## config.mk

```make
export PLATFORM = sky130hd
export DESIGN_NAME = servo_angle_ctrl_flat
export DESIGN_NICKNAME = d
export VERILOG_FILES = /design/src/rtl/servo_angle_ctrl_pkg.sv /design/src/rtl/servo_angle_ctrl_if.sv /design/src/rtl/servo_angle_ctrl_key_debounce.sv /design/src/rtl/servo_angle_ctrl.sv /design/src/flat_wrapper.sv
export SDC_FILE = /design/constraint.sdc
export NUM_CORES = 1
export LEC_CHECK = 0
export ABC_AREA = 1
export CORE_MARGIN = 2
export CORE_UTILIZATION = 50
export CTS_CLUSTER_SIZE = 25
export DETAILED_ROUTE_END_ITERATION = 7
export GPL_TIMING_DRIVEN = 0
export PLACE_DENSITY_LB_ADDON = 0.12
export SLEW_MARGIN = 5
export SYNTH_ARGS = -nofsm -noshare
export SYNTH_HDL_FRONTEND = slang
export SYNTH_HIERARCHICAL = 1
export SYNTH_SLANG_ARGS = --single-unit
```

## constraint.sdc

```tcl
create_clock -name clk -period 2.73 [get_ports clk]
set_input_delay 0.273 -clock clk [delete_from_list [all_inputs] [get_ports clk]]
set_output_delay 0.273 -clock clk [all_outputs]
set_load 0.005 [all_outputs]
```

## src/rtl/servo_angle_ctrl_pkg.sv

```systemverilog
// Shared constants and FSM state encoding for the servo angle controller.
// Optional feature: SERVO_ANGLE_WRAP_EN (handled in servo_angle_ctrl.sv).
package servo_pkg;

   // Defaults for a 50 MHz system clock
   localparam int unsigned DEF_DEB_CYC  = 1000000;  // 20 ms key settle time
   localparam int unsigned DEF_SLEW_CYC = 500000;   // 10 ms per degree
   localparam int unsigned DEF_STEP_DEG = 10;       // degrees per key press
   localparam int unsigned DEF_MAX_DEG  = 180;      // upper angle limit (1..255)

   // Slew FSM states
   typedef enum logic [1:0] {
      ST_IDLE = 2'b00,
      ST_UP   = 2'b01,
      ST_DOWN = 2'b10
   } servo_state_e;

endpackage

```

## src/rtl/servo_angle_ctrl_if.sv

```systemverilog
// Key inputs and angle outputs of the servo angle controller.
// The controller takes the slave side; the key/PWM side takes the master side.
interface servo_angle_ctrl_if;
   logic       key1;    // raw increment key, active low
   logic       key2;    // raw decrement key, active low
   logic [7:0] angle;   // slewed angle, degrees
   logic [7:0] target;  // commanded angle, degrees
   logic       moving;  // angle != target

   modport master (output key1, key2, input  angle, target, moving);
   modport slave  (input  key1, key2, output angle, target, moving);
endinterface

```

## src/rtl/servo_angle_ctrl_key_debounce.sv

```systemverilog
// Per-key conditioning: 2-flop synchronizer, counter debounce, press-edge
// detect. Keys are active low; a press event is a one-cycle pulse on the
// debounced 1->0 transition. Releases produce nothing.
module key_debounce
   import servo_pkg::*;
#(
   parameter int unsigned DEB_CYC = DEF_DEB_CYC
) (
   input  logic clk,
   input  logic rst_n,
   input  logic key_i,
   output logic press_o
);

   localparam int unsigned CW = $clog2(DEB_CYC + 1);

   logic [1:0]    sync_q;
   logic          deb_q, deb_d;
   logic          press_q, press_d;
   logic [CW-1:0] cnt_q, cnt_d;

   // Synchronize the raw key; idles at the released level
   always_ff @(posedge clk or negedge rst_n) begin
      if (!rst_n) sync_q <= 2'b11;
      else        sync_q <= {sync_q[0], key_i};
   end

   // Count consecutive cycles the synced level disagrees with the debounced
   // level; any agreement (bounce) restarts the count from zero
   always_comb begin
      deb_d   = deb_q;
      cnt_d   = '0;
      press_d = 1'b0;
      if (sync_q[1] != deb_q) begin
         if (cnt_q == CW'(DEB_CYC - 1)) begin
            deb_d   = sync_q[1];
            press_d = deb_q;     // leaving the released (1) level = press
         end else begin
            cnt_d = cnt_q + CW'(1);
         end
      end
   end

   // Debounce state registers
   always_ff @(posedge clk or negedge rst_n) begin
      if (!rst_n) begin
         deb_q   <= 1'b1;
         cnt_q   <= '0;
         press_q <= 1'b0;
      end else begin
         deb_q   <= deb_d;
         cnt_q   <= cnt_d;
         press_q <= press_d;
      end
   end

   assign press_o = press_q;

endmodule

```

## src/rtl/servo_angle_ctrl.sv

```systemverilog
// Two-key servo angle controller: keys step a target angle, and the output
// angle slews toward it one degree per SLEW_CYC cycles.
// Optional feature: define SERVO_ANGLE_WRAP_EN to make the target wrap
// (past MAX_DEG -> 0, below 0 -> MAX_DEG) instead of saturating.
module servo_angle_ctrl
   import servo_pkg::*;
#(
   parameter int unsigned DEB_CYC  = DEF_DEB_CYC,
   parameter int unsigned SLEW_CYC = DEF_SLEW_CYC,
   parameter int unsigned STEP_DEG = DEF_STEP_DEG,
   parameter int unsigned MAX_DEG  = DEF_MAX_DEG
) (
   input  logic               clk,
   input  logic               rst_n,
   servo_angle_ctrl_if.slave  bus
);

   localparam int unsigned SW = $clog2(SLEW_CYC + 1);

   localparam logic [1:0] S_IDLE = ST_IDLE;
   localparam logic [1:0] S_UP   = ST_UP;
   localparam logic [1:0] S_DOWN = ST_DOWN;

`ifdef SERVO_ANGLE_WRAP_EN
   localparam logic [7:0] OVF_VAL = 8'd0;
   localparam logic [7:0] UNF_VAL = 8'(MAX_DEG);
`else
   localparam logic [7:0] OVF_VAL = 8'(MAX_DEG);
   localparam logic [7:0] UNF_VAL = 8'd0;
`endif

   logic          inc_ev, dec_ev;
   logic [7:0]    target_q, target_d;
   logic [7:0]    angle_q, angle_d;
   logic [1:0]    state_q, state_d;
   logic [SW-1:0] slew_q, slew_d;
   logic [8:0]    sum9;

   key_debounce #(.DEB_CYC(DEB_CYC)) u_key_inc (
      .clk     (clk),
      .rst_n   (rst_n),
      .key_i   (bus.key1),
      .press_o (inc_ev)
   );

   key_debounce #(.DEB_CYC(DEB_CYC)) u_key_dec (
      .clk     (clk),
      .rst_n   (rst_n),
      .key_i   (bus.key2),
      .press_o (dec_ev)
   );

   // 9-bit sum so target+STEP_DEG cannot wrap before the limit compare
   assign sum9 = {1'b0, target_q} + 9'(STEP_DEG);

   // Target stepping; simultaneous inc and dec cancel out
   always_comb begin
      target_d = target_q;
      if (inc_ev && !dec_ev) begin
         if (sum9 > 9'(MAX_DEG)) target_d = OVF_VAL;
         else                    target_d = sum9[7:0];
      end else if (dec_ev && !inc_ev) begin
         if ({1'b0, target_q} < 9'(STEP_DEG)) target_d = UNF_VAL;
         else                                 target_d = target_q - 8'(STEP_DEG);
      end
   end

   // Slew FSM: leave IDLE with a cleared counter; at each tick pick the
   // direction from the current target so mid-ramp reversals go straight
   // UP<->DOWN and a step never passes the target
   always_comb begin
      state_d = state_q;
      angle_d = angle_q;
      slew_d  = slew_q;
      case (state_q)
         S_IDLE: begin
            slew_d = '0;
            if (target_q > angle_q)      state_d = S_UP;
            else if (target_q < angle_q) state_d = S_DOWN;
         end
         S_UP, S_DOWN: begin
            if (angle_q == target_q) begin
               state_d = S_IDLE;
               slew_d  = '0;
            end else if (slew_q == SW'(SLEW_CYC - 1)) begin
               slew_d = '0;
               if (target_q > angle_q) begin
                  state_d = S_UP;
                  angle_d = angle_q + 8'd1;
               end else begin
                  state_d = S_DOWN;
                  angle_d = angle_q - 8'd1;
               end
            end else begin
               slew_d = slew_q + SW'(1);
            end
         end
         default: begin
            state_d = S_IDLE;
            slew_d  = '0;
         end
      endcase
   end

   // Controller state registers
   always_ff @(posedge clk or negedge rst_n) begin
      if (!rst_n) begin
         target_q <= 8'd0;
         angle_q  <= 8'd0;
         state_q  <= S_IDLE;
         slew_q   <= '0;
      end else begin
         target_q <= target_d;
         angle_q  <= angle_d;
         state_q  <= state_d;
         slew_q   <= slew_d;
      end
   end

   assign bus.angle  = angle_q;
   assign bus.target = target_q;
   assign bus.moving = (angle_q != target_q);

endmodule
```

## src/flat_wrapper.sv

```systemverilog
// flat-port wrapper written by rule: the top's interface ports become plain ports
module servo_angle_ctrl_flat import servo_pkg::*;
#(
   parameter int unsigned DEB_CYC  = DEF_DEB_CYC,
   parameter int unsigned SLEW_CYC = DEF_SLEW_CYC,
   parameter int unsigned STEP_DEG = DEF_STEP_DEG,
   parameter int unsigned MAX_DEG  = DEF_MAX_DEG
)
  (clk, rst_n, bus_key1, bus_key2, bus_angle, bus_target, bus_moving);
  servo_angle_ctrl_if bus_i ();
  input  logic clk;
  input  logic rst_n;
  input wire logic [$bits(bus_i.key1)-1:0] bus_key1;
  input wire logic [$bits(bus_i.key2)-1:0] bus_key2;
  output wire logic [$bits(bus_i.angle)-1:0] bus_angle;
  output wire logic [$bits(bus_i.target)-1:0] bus_target;
  output wire logic [$bits(bus_i.moving)-1:0] bus_moving;
  assign bus_i.key1 = bus_key1;
  assign bus_i.key2 = bus_key2;
  assign bus_angle = bus_i.angle;
  assign bus_target = bus_i.target;
  assign bus_moving = bus_i.moving;
  servo_angle_ctrl #(.DEB_CYC(DEB_CYC), .SLEW_CYC(SLEW_CYC), .STEP_DEG(STEP_DEG), .MAX_DEG(MAX_DEG)) u_core (.clk(clk), .rst_n(rst_n), .bus(bus_i));
endmodule
```

==> results.sh, run 1 <==
export IMPL_status="finished, final reports clean"
export IMPL_grt_usage_pct=20.7
export IMPL_vias_per_cell=5.14
export IMPL_critPathMaxStageDelay_ns=0.46
export IMPL_start_util_pct=51.2
export IMPL_synthesis_nets=696
export IMPL_synth_seq_cells=84
export IMPL_grt_max_degree=51
export IMPL_die_area_um2=11400
export IMPL_n_antenna_cell=0
export IMPL_synth_top_family_by_area="simple AND/OR/NAND/NOR gates"
export IMPL_fin_total_pwr_mw=2.32
export IMPL_synth_flop_cell="dfrtp_1"
export IMPL_cts_sinks=84
export IMPL_hold_path_class="primary input to flip-flop"
export IMPL_setup_viol=0
export IMPL_timing_critical_path_buf_inv=2
export IMPL_synth_mux_area_share_pct=0
export IMPL_pre_cts_ws_ns=-0.315
export IMPL_critical_path_class="flip-flop to flip-flop"
export IMPL_vias=4406
export IMPL_dpl_instance_area_um2=5650
export IMPL_postRouteWirelength_um=11100
export IMPL_synthesis_area_um2=5270
export IMPL_globalRoute_totalOverflow=0
export IMPL_synthCells=670
export IMPL_antenna_found_initial=0
export IMPL_layout_nets=743
export IMPL_ys_top_cells_by_area="dfrtp_1 37%, nand2_1 8.1%, nor2_1 7.8%"
export IMPL_ant_nets=0
export IMPL_synth_compound_area_share_pct=7.03
export IMPL_synthToLayoutAreaGrowth_pct=16.4
export IMPL_cts_buffers=9
export IMPL_r2r_slack_ns=0.13
export IMPL_synth_edf_count=0
export IMPL_synth_async_reset_ratio_pct=100
export IMPL_worst_pin_slew_ns=0.537
export IMPL_path_clk_slew_ns=0.09
export IMPL_synth_distinct_cells=41
export IMPL_yosysSeqAreaShare_pct=40.1
export IMPL_fillers=957
export IMPL_die_w_um=107
export IMPL_multi_input_area_um2=2940
export IMPL_arrival_ns=2.86
export IMPL_dp_cells=826
export IMPL_synth_top_area_share_pct=37.1
export IMPL_clock_skew_final_ns=0.00662
export IMPL_hold_depth=1
export IMPL_yosysMostFrequentCell="nand2_1"
export IMPL_first_global_vias=4189
export IMPL_yosysWarnings=6
export IMPL_setup_ws_ns=0.127
export IMPL_cp_common_cell="nand2_1"
export IMPL_drive_above_1_share_pct=19.5
export IMPL_hold_slack_ns=0.325
export IMPL_fp_dieH_um=107
export IMPL_p_leak_nw=2.75
export IMPL_drc=0
export IMPL_fmax_mhz=384
export IMPL_final_core_util_pct=59.7
export IMPL_cp_start_kind="flip-flop"
export IMPL_synth_fa_ha_area_share_pct=5.37
export IMPL_rows=37
export IMPL_gp_congestion=0.914
export IMPL_setup_worst_path_start="u_core/bus.target[5]$_DFFE_PN0P_"
export IMPL_synth_top_cells_by_count="114 x nand2_1, 110 x nor2_1, 78 x dfrtp_1, 75 x inv_1, 43 x nand3_1"
export IMPL_min_delay_start="bus_key2"
export IMPL_final_hold_viol_count=0
export IMPL_critPathCaptureType="flip-flop"
export IMPL_wl_per_cell_um=12.9
export IMPL_clockBufferDepth=2
export IMPL_r2r_start="u_core/bus.target[5]$_DFFE_PN0P_"
export IMPL_root_buffer="clkbuf_8"
export IMPL_regArea_um2=2120
export IMPL_crit_family="simple AND/OR/NAND/NOR gates"
export IMPL_post_route_period_util_pct=95.4
export IMPL_cts_max_level=3
export IMPL_synth_area_leader_cell="dfrtp_1"
export IMPL_yosys_area_share_xor_xnor_pct=5.77
export IMPL_final_cells=858
export IMPL_finalMaxSlewViolations=0
export IMPL_irDropWorstVdd_uv=242
export IMPL_crit_required_ns=2.99
export IMPL_tns_ns=0
export IMPL_maxSlewHeadroom_pct=63.8
export IMPL_clk_latency_ns=0.36
export IMPL_firstDrtPassIters=4
export IMPL_holdPathEnd="u_core/u_key_dec/sync_q[0]$_DFF_PN1_"
export IMPL_power_density_nw_per_um2=378
export IMPL_portBuffers=19
export IMPL_max_cap_violations=0
export IMPL_core_area_um2=10300
export IMPL_fin_area_um2=6130
export IMPL_r2r_end="u_core/bus.angle[7]$_DFFE_PN0P_"
export IMPL_cts_tree="built"
export IMPL_reg2regPathDepth=16
export IMPL_grt_pass1_wl_um=18900
export IMPL_place_hpwl_um=8000
export IMPL_io_pins=21
export IMPL_synth_simple_area_share_pct=35.1
export IMPL_post_route_min_period_ns=2.60
export IMPL_slowest_stage="dfrtp_2"
export IMPL_avgSynthCellArea_um2=7.86
export IMPL_path_max_fanout=8
export IMPL_drt_initial_drc_count=323
export IMPL_path_cells="ha_1, nand2_1, nor2_2, nand2b_1, buf_6, nand3_4, nand2_8, ha_4, a21oi_1, nand2_1, a21oi_2, inv_1, nand2_1, nand3_1, nand2_1, nand2_1"
[metal layers]
metal / track usage (%) / share of wire, % / vias up
li1: - / - / 2254
met2: 35.2 / 49 / 76
met4: 7.70 / 1.7 / 0
met1: 26.8 / 47 / 2061
met5: 0 / 0 / -
met3: 2.98 / 2.6 / 15
[worst reg2reg max path: stages (launching register included)]
cell	delay, ns
dfrtp_2	0.46
ha_1	0.31
nand2_1	0.07
nor2_2	0.13
nand2b_1	0.09
buf_6	0.16
nand3_4	0.15
nand2_8	0.10
ha_4	0.25
a21oi_1	0.15
nand2_1	0.13
a21oi_2	0.19
inv_1	0.06
nand2_1	0.08
nand3_1	0.07
nand2_1	0.07
nand2_1	0.04
[cells by family after synthesis]
| logic type | count (synthesis) |
|---|---|
| buf+inv | 88 |
| compound gates | 69 |
| fa+ha+maj | 22 |
| other cells | 1 |
| xor+xnor | 33 |
| simple gates | 373 |
| flops | 84 |
[flip-flops by register name, indices dropped and copies added, names as in the netlist, 2 cells and up]
| name | count |
|---|---|
| u_core/bus.angle | 8 |
| u_core/u_key_dec/cnt_q | 20 |
| u_core/u_key_inc/cnt_q | 20 |
| u_core/u_key_dec/sync_q | 2 |
| u_core/state_q | 2 |
| u_core/bus.target | 7 |
| u_core/u_key_inc/sync_q | 2 |
| u_core/slew_q | 19 |
[cell type report]
class	count	share of cell area, %
plain buffers	4	0.612
flip-flops and latches	84	34.6
well taps	136	2.78
repair buffers	35	5.39
multi-input cells	499	48.0
clock buffers	11	2.14
clock inverters	5	1.39
inverters	84	5.14
[where the power goes]
part           leakage (nW)  total, mW  internal [mW]  switching, mW
Sequential             1.13       1.26           1.26        0.00750
Clock                 0.104      0.987          0.521          0.466
Combinational          1.51     0.0666         0.0196         0.0471
[layout by cell type (no fill, tap or decap), types with 2 or more instances in the layout]
cell type	count
nor3_1	14
xnor2_1	6
ha_4	7
nand3_2	5
a21oi_1	32
o21ai_2	2
nand2_4	5
buf_4	17
nand3b_1	3
o21ai_1	9
nand4_1	18
nor3b_2	4
buf_6	2
inv_1	74
ha_1	14
dfrtp_2	9
a31oi_1	2
nor2_1	109
nor2_2	21
nand3_4	2
xor2_2	2
nand2_2	20
xor2_1	25
dfrtp_1	69
bufinv_16	2
or2_2	2
o21ai_0	17
nand3_1	42
o21a_1	2
clkbuf_8	9
dfstp_2	6
inv_2	8
clkbuf_1	2
clkdlybuf4s50_1	18
clkinv_1	2
nand2_1	113
nor2_4	11
[how the worst max path moves through the flow]
stage	end	slack, ns	cells after the start
global placement	u_core/u_key_inc/cnt_q[8]$_DFF_PN0_	-1.72	1
global route	u_core/bus.angle[7]$_DFFE_PN0P_	-0.009	16
detailed placement	u_core/bus.angle[7]$_DFFE_PN0P_	-0.32	16
finish	u_core/bus.angle[7]$_DFFE_PN0P_	0.13	16
CTS	u_core/bus.angle[7]$_DFFE_PN0P_	0.04	16
floorplan	u_core/bus.angle[7]$_DFFE_PN0P_	0.13	16
[what timing repair did]
item | 4_1_cts | 5_1_grt
cloned | 0 | 1
hold buffers | 1 | 0
pin swaps | 1 | 4
setup buffers | 0 | 14
endpoints found under the hold margin | 34 | 0
resized for setup | 10 | 15
setup endpoints to repair | 5 | 3
(Power assumes the default switching activity.)
==> run 2, diff against run 1 <==
- clock period: 2.73 -> 2.65 ns (I/O delays scaled with it)
==> run 2 against run 1 <==
  * Worst hold slack lost 0.0037 ns
  * Largest power group unchanged
  * Worst setup slack improved by 0.040 ns
  * Fmax increased by 4.8%
  * Critical endpoint unchanged
  * Highest routed layer unchanged
  * Global-route usage about the same
  * Register-to-register slack improved by 0.04 ns
  * Clock skew is essentially flat
  * Critical path type unchanged
  * Total power rose by 2.9%
  * Via count up 0.11%
  * Sequential share of layout area shrank 0.49 points
==> results.sh, run 2 (synthesis results as in run 1) <==
export IMPL_status="finished, final reports clean"
export IMPL_grt_pass1_wl_um=19000
export IMPL_vias_per_cell=5.09
export IMPL_cp_start_kind="flip-flop"
export IMPL_cts_tree="built"
export IMPL_cts_sinks=84
export IMPL_worst_pin_slew_ns=0.532
export IMPL_rows=37
export IMPL_critPathMaxStageDelay_ns=0.47
export IMPL_first_global_vias=4201
export IMPL_cts_max_level=3
export IMPL_cts_buffers=9
export IMPL_layout_nets=751
export IMPL_drc=0
export IMPL_final_hold_viol_count=0
export IMPL_antenna_found_initial=0
export IMPL_io_pins=21
export IMPL_wl_per_cell_um=12.9
export IMPL_path_clk_slew_ns=0.09
export IMPL_clock_skew_final_ns=0.00658
export IMPL_fin_area_um2=6220
export IMPL_vias=4411
export IMPL_max_cap_violations=0
export IMPL_critical_path_class="flip-flop to flip-flop"
export IMPL_tns_ns=0
export IMPL_fmax_mhz=403
export IMPL_portBuffers=19
export IMPL_dpl_instance_area_um2=5650
export IMPL_setup_viol=0
export IMPL_start_util_pct=51.2
export IMPL_fin_total_pwr_mw=2.38
export IMPL_place_hpwl_um=8000
export IMPL_pre_cts_ws_ns=-0.395
export IMPL_reg2regPathDepth=16
export IMPL_post_route_period_util_pct=93.7
export IMPL_setup_worst_path_start="u_core/bus.target[5]$_DFFE_PN0P_"
export IMPL_firstDrtPassIters=5
export IMPL_crit_required_ns=2.91
export IMPL_p_leak_nw=2.80
export IMPL_drive_above_1_share_pct=21.1
export IMPL_timing_critical_path_buf_inv=2
export IMPL_critPathCaptureType="flip-flop"
export IMPL_setup_ws_ns=0.167
export IMPL_die_area_um2=11400
export IMPL_r2r_start="u_core/bus.target[5]$_DFFE_PN0P_"
export IMPL_grt_max_degree=51
export IMPL_globalRoute_totalOverflow=0
export IMPL_path_cells="ha_4, nand2_1, nor2_2, nand2b_1, buf_6, nand3_4, nand2_8, ha_4, a21oi_2, nand2_2, a21oi_2, inv_1, nand2_1, nand3_1, nand2_1, nand2_1"
export IMPL_final_common_cell="nand2_1"
export IMPL_final_core_util_pct=60.5
export IMPL_synthToLayoutAreaGrowth_pct=18.1
export IMPL_core_area_um2=10300
export IMPL_crit_end="u_core/bus.angle[7]$_DFFE_PN0P_"
export IMPL_gp_congestion=0.914
export IMPL_irDropWorstVdd_uv=249
export IMPL_path_max_fanout=8
export IMPL_ant_nets=0
export IMPL_power_density_nw_per_um2=383
export IMPL_slowest_stage="dfrtp_2"
export IMPL_finalMaxSlewViolations=0
export IMPL_hold_depth=1
export IMPL_grt_usage_pct=20.7
export IMPL_r2r_end="u_core/bus.angle[7]$_DFFE_PN0P_"
export IMPL_arrival_ns=2.74
export IMPL_largestRegisters="u_core/u_key_dec/cnt_q (20), u_core/u_key_inc/cnt_q (20), u_core/slew_q (19)"
export IMPL_root_buffer="clkbuf_8"
export IMPL_fp_dieH_um=107
export IMPL_die_w_um=107
export IMPL_post_route_min_period_ns=2.48
export IMPL_r2r_slack_ns=0.17
export IMPL_cp_common_cell="nand2_1"
export IMPL_drt_initial_drc_count=292
export IMPL_maxSlewHeadroom_pct=64.2
export IMPL_postRouteWirelength_um=11200
export IMPL_hold_path_class="primary input to flip-flop"
export IMPL_n_antenna_cell=0
export IMPL_clockBufferDepth=2
export IMPL_cp_depth=16
export IMPL_crit_family="simple AND/OR/NAND/NOR gates"
export IMPL_mostFrequentLayoutCells="112 x nand2_1, 109 x nor2_1, 73 x inv_1, 69 x dfrtp_1, 42 x nand3_1"
export IMPL_clk_latency_ns=0.36
## run 2: cell types whose count changed in the layout (fill, tap and decap cells not counted), sizes merged
cell,delta
buf,+9
nand2,-1
## run 2: layer usage
| metal | vias to the layer above | wire [µm] | global-route usage [%] |
|---|---|---|---|
| li1 | 2264 | - | - |
| met1 | 2060 | 5210 | 26.9 |
| met2 | 71 | 5450 | 35.3 |
| met3 | 16 | 302 | 2.98 |
| met4 | 0 | 197 | 7.70 |
| met5 | - | 0 | 0 |
## run 2: layout make-up
class | instances | area [µm²]
fill | 932 | 4060
multi-input combinational | 498 | 2960
sequential | 84 | 2120
timing repair buffer | 44 | 398
inverter | 84 | 315
tap | 136 | 170
clock buffer | 11 | 131
clock inverter | 5 | 85.1
buffer | 4 | 37.5
## run 2: per-stage QoR
step                hold WS, ns  cells
floorplan               -0.0306    670
global placement          0.348    825
detailed placement        0.270    826
CTS                       0.300    844
global route              0.303    866
finish                    0.321    866
## run 2: how the worst min path moves through the flow
stage | from | to | slack (ns)
4_1_cts | bus_key2 | u_core/u_key_dec/sync_q[0]$_DFF_PN1_ | 0.30
3_3_place_gp | u_core/u_key_inc/sync_q[0]$_DFF_PN1_ | u_core/u_key_inc/sync_q[1]$_DFF_PN1_ | 0.35
6_report | bus_key2 | u_core/u_key_dec/sync_q[0]$_DFF_PN1_ | 0.32
5_1_grt | bus_key2 | u_core/u_key_dec/sync_q[0]$_DFF_PN1_ | 0.30
2_1_floorplan | rst_n | u_core/bus.angle[0]$_DFFE_PN0P_ | -0.03
3_5_place_dp | rst_n | u_core/slew_q[14]$_DFF_PN0_ | 0.27
## run 2: power breakdown
| group | total [mW] | switching (mW) | internal (mW) |
|---|---|---|---|
| Clock | 1.01 | 0.478 | 0.537 |
| Sequential | 1.30 | 0.00776 | 1.29 |
| Combinational | 0.0686 | 0.0485 | 0.0201 |
| Total | 2.38 | 0.534 | 1.85 |
## run 2: what timing repair did
| action | 4_1_cts | 5_1_grt |
|---|---|---|
| setup buffers | 1 | 22 |
| pin swaps | 1 | 6 |
| endpoints found under the setup margin | 5 | 5 |
| gates resized for setup | 11 | 19 |
| endpoints found under the hold margin | 34 | 0 |
| hold buffers | 1 | 0 |
==> RTL edit: new RTL, config.mk and constraints of run 2 <==
`DEF_DEB_CYC`: 1000000 -> 500000.
--- a/src/rtl/servo_angle_ctrl_pkg.sv
+++ b/src/rtl/servo_angle_ctrl_pkg.sv
@@ -3,7 +3,7 @@
 package servo_pkg;
 
    // Defaults for a 50 MHz system clock
-   localparam int unsigned DEF_DEB_CYC  = 1000000;  // 20 ms key settle time
+   localparam int unsigned DEF_DEB_CYC  = 500000;  // 20 ms key settle time
    localparam int unsigned DEF_SLEW_CYC = 500000;   // 10 ms per degree
    localparam int unsigned DEF_STEP_DEG = 10;       // degrees per key press
    localparam int unsigned DEF_MAX_DEG  = 180;      // upper angle limit (1..255)
Function: no difference found for any inputs over 10 cycles, from zero or initial values and one cycle with rst_n low; that may be too few to reach the edited logic, so the function may still have changed.
==> RTL edit against run 2 <==
Routed wire length down 6.7%. Area after synthesis down 4.7%. Setup slack worse by 47 ps. Total power up 2.2%. Sequential share of layout area up 1.0 points. Sequential cell count down 2. Utilization down 0.15 points. Cell area down 5.1%. Largest power group unchanged. Highest routed layer unchanged.
==> RTL edit: results (changes against run 2) <==
The flow ran to the end, and the final reports show no timing, DRC or antenna violations. The wire length after detailed routing was 10400 um (-6.7%). The top fanout value on the critical path is 5 (-3). The largest net degree at the start of global routing is 45 (-12%). The post-synth net total came out at 667 (-4.2%). The number of instances in the synthesized netlist is 641 (-4.3%).

The area fraction in compound gates after synthesis is 7.76% (+0.72 points). The number of buffers inserted by post-CTS setup repair came to 0 (-1). By count the netlist is led by nand2_1, nor2_1, inv_1, dfrtp_1, nand3_1.

The sequential cell area was 2070 um2 (-2.4%). The count of fill cells added during filler insertion is 867 (-7.0%). The sequential element share of the synthesized area is 41.1% (+0.99 points). The met3 routing resource usage after global routing was 2.88% (-0.097 points). The total instance count after detailed placement is 794 (-3.9%).

The register-to-register setup slack is 120 ps (-50 ps). The final RePlAce weighted congestion came out at 0.864 (-5.4%). The layout net count came to 715 (-4.8%). The number of cells in the finished layout apart from fillers is 827 (-4.5%). The average vias per placed instance came out at 5.11 (+0.25%). The placed cell area came out at 5390 um2 (-4.6%). The post-DP HPWL came out at 7420 um (-7.3%). The met1 routed wirelength after detailed routing came to 4970 um (-4.5%).

The startpoint identified for the worst register-to-register timing path is u_core/bus.angle[7]. The share of synthesized cell area in full adder, half adder and majority cells came to 5.64% (+0.27 points). The worst-margin pin slew is 542 ps (+10.5 ps).

The violation count after the first detailed-routing iteration is 185 (-37%). The met1 layer usage reported by global route is 27.3% (+0.38 points). The global-route wire length before repair came out at 17800 um (-6.1%). The global routing usage summed across all routing layers came out at 20.0% (-0.74 points). The final hold slack is 312 ps (-9.71 ps). The met3 routed wirelength was 382 um (+26%).

The worst hold path cell count is 1 (unchanged). The largest registers in the layout are u_core/slew_q (19), u_core/u_key_dec/cnt_q (19), u_core/u_key_inc/cnt_q (19). The post-CTS resize count came out at 12 (+1). The clock skew is 14.7 ps (+8.08 ps). The worst supply voltage drop on vdd came out at 0.000255 V (+2.3%).

The number of global-route vias before repair came to 3999 (-4.8%). The XOR/XNOR share of the synthesized area came out at 5.71% (-0.063 points).
## RTL edit: where the power goes
| group | leakage, nW | total, mW | switching [mW] | internal (mW) |
|---|---|---|---|---|
| clock | 0.111 | 1.10 | 0.479 | 0.624 |
| combinational | 1.44 | 0.0638 | 0.0457 | 0.0181 |
| sequential | 1.10 | 1.27 | 0.00684 | 1.26 |
## RTL edit: logic make-up after synthesis
group,count (synthesis)
AOI/OAI and AO/OA,73
xor gates and xnor gates,31
adders and majority gates,22
buffers and inverters,92
DFF,82
other,1
and+or+nand+nor,340
## RTL edit: cell type report
type	count	area share, %
Sequential cell	82	35.1
Timing Repair Buffer	36	5.81
Buffer	4	0.636
Multi-Input combinational cell	468	45.9
Clock buffer	9	2.10
Clock inverter	7	1.99
Inverter	88	5.60
Tap cell	133	2.82
## RTL edit: worst max-delay path by stage
stage | from | endpoint | slack, ps | cells past startpoint
global placement | rst_n | u_core/u_key_dec/cnt_q[15] | -1750 | 1
detailed placement | u_core/bus.target[5] | u_core/bus.angle[7] | -350 | 16
CTS | u_core/bus.target[5] | u_core/bus.angle[7] | 4 | 16
floorplan | u_core/bus.target[7] | u_core/bus.angle[7] | 50 | 16
global route | u_core/bus.angle[4] | u_core/bus.angle[7] | -30 | 17
finish | u_core/bus.angle[7] | u_core/bus.angle[7] | 120 | 17
## RTL edit: worst max-delay path, cell delays in order, from the launching register on
cell and delay [ps]:
dfrtp_1 390, inv_1 90, ha_1 300, nand2_1 80
nor2_2 120, nand2b_1 80, buf_6 130, nand3_4 120
nand2_8 100, ha_4 250, a21oi_2 150, nand2_2 100
a21oi_2 180, inv_1 60, nand2_1 90, nand3_1 70
nand2_1 70, nand2_1 40
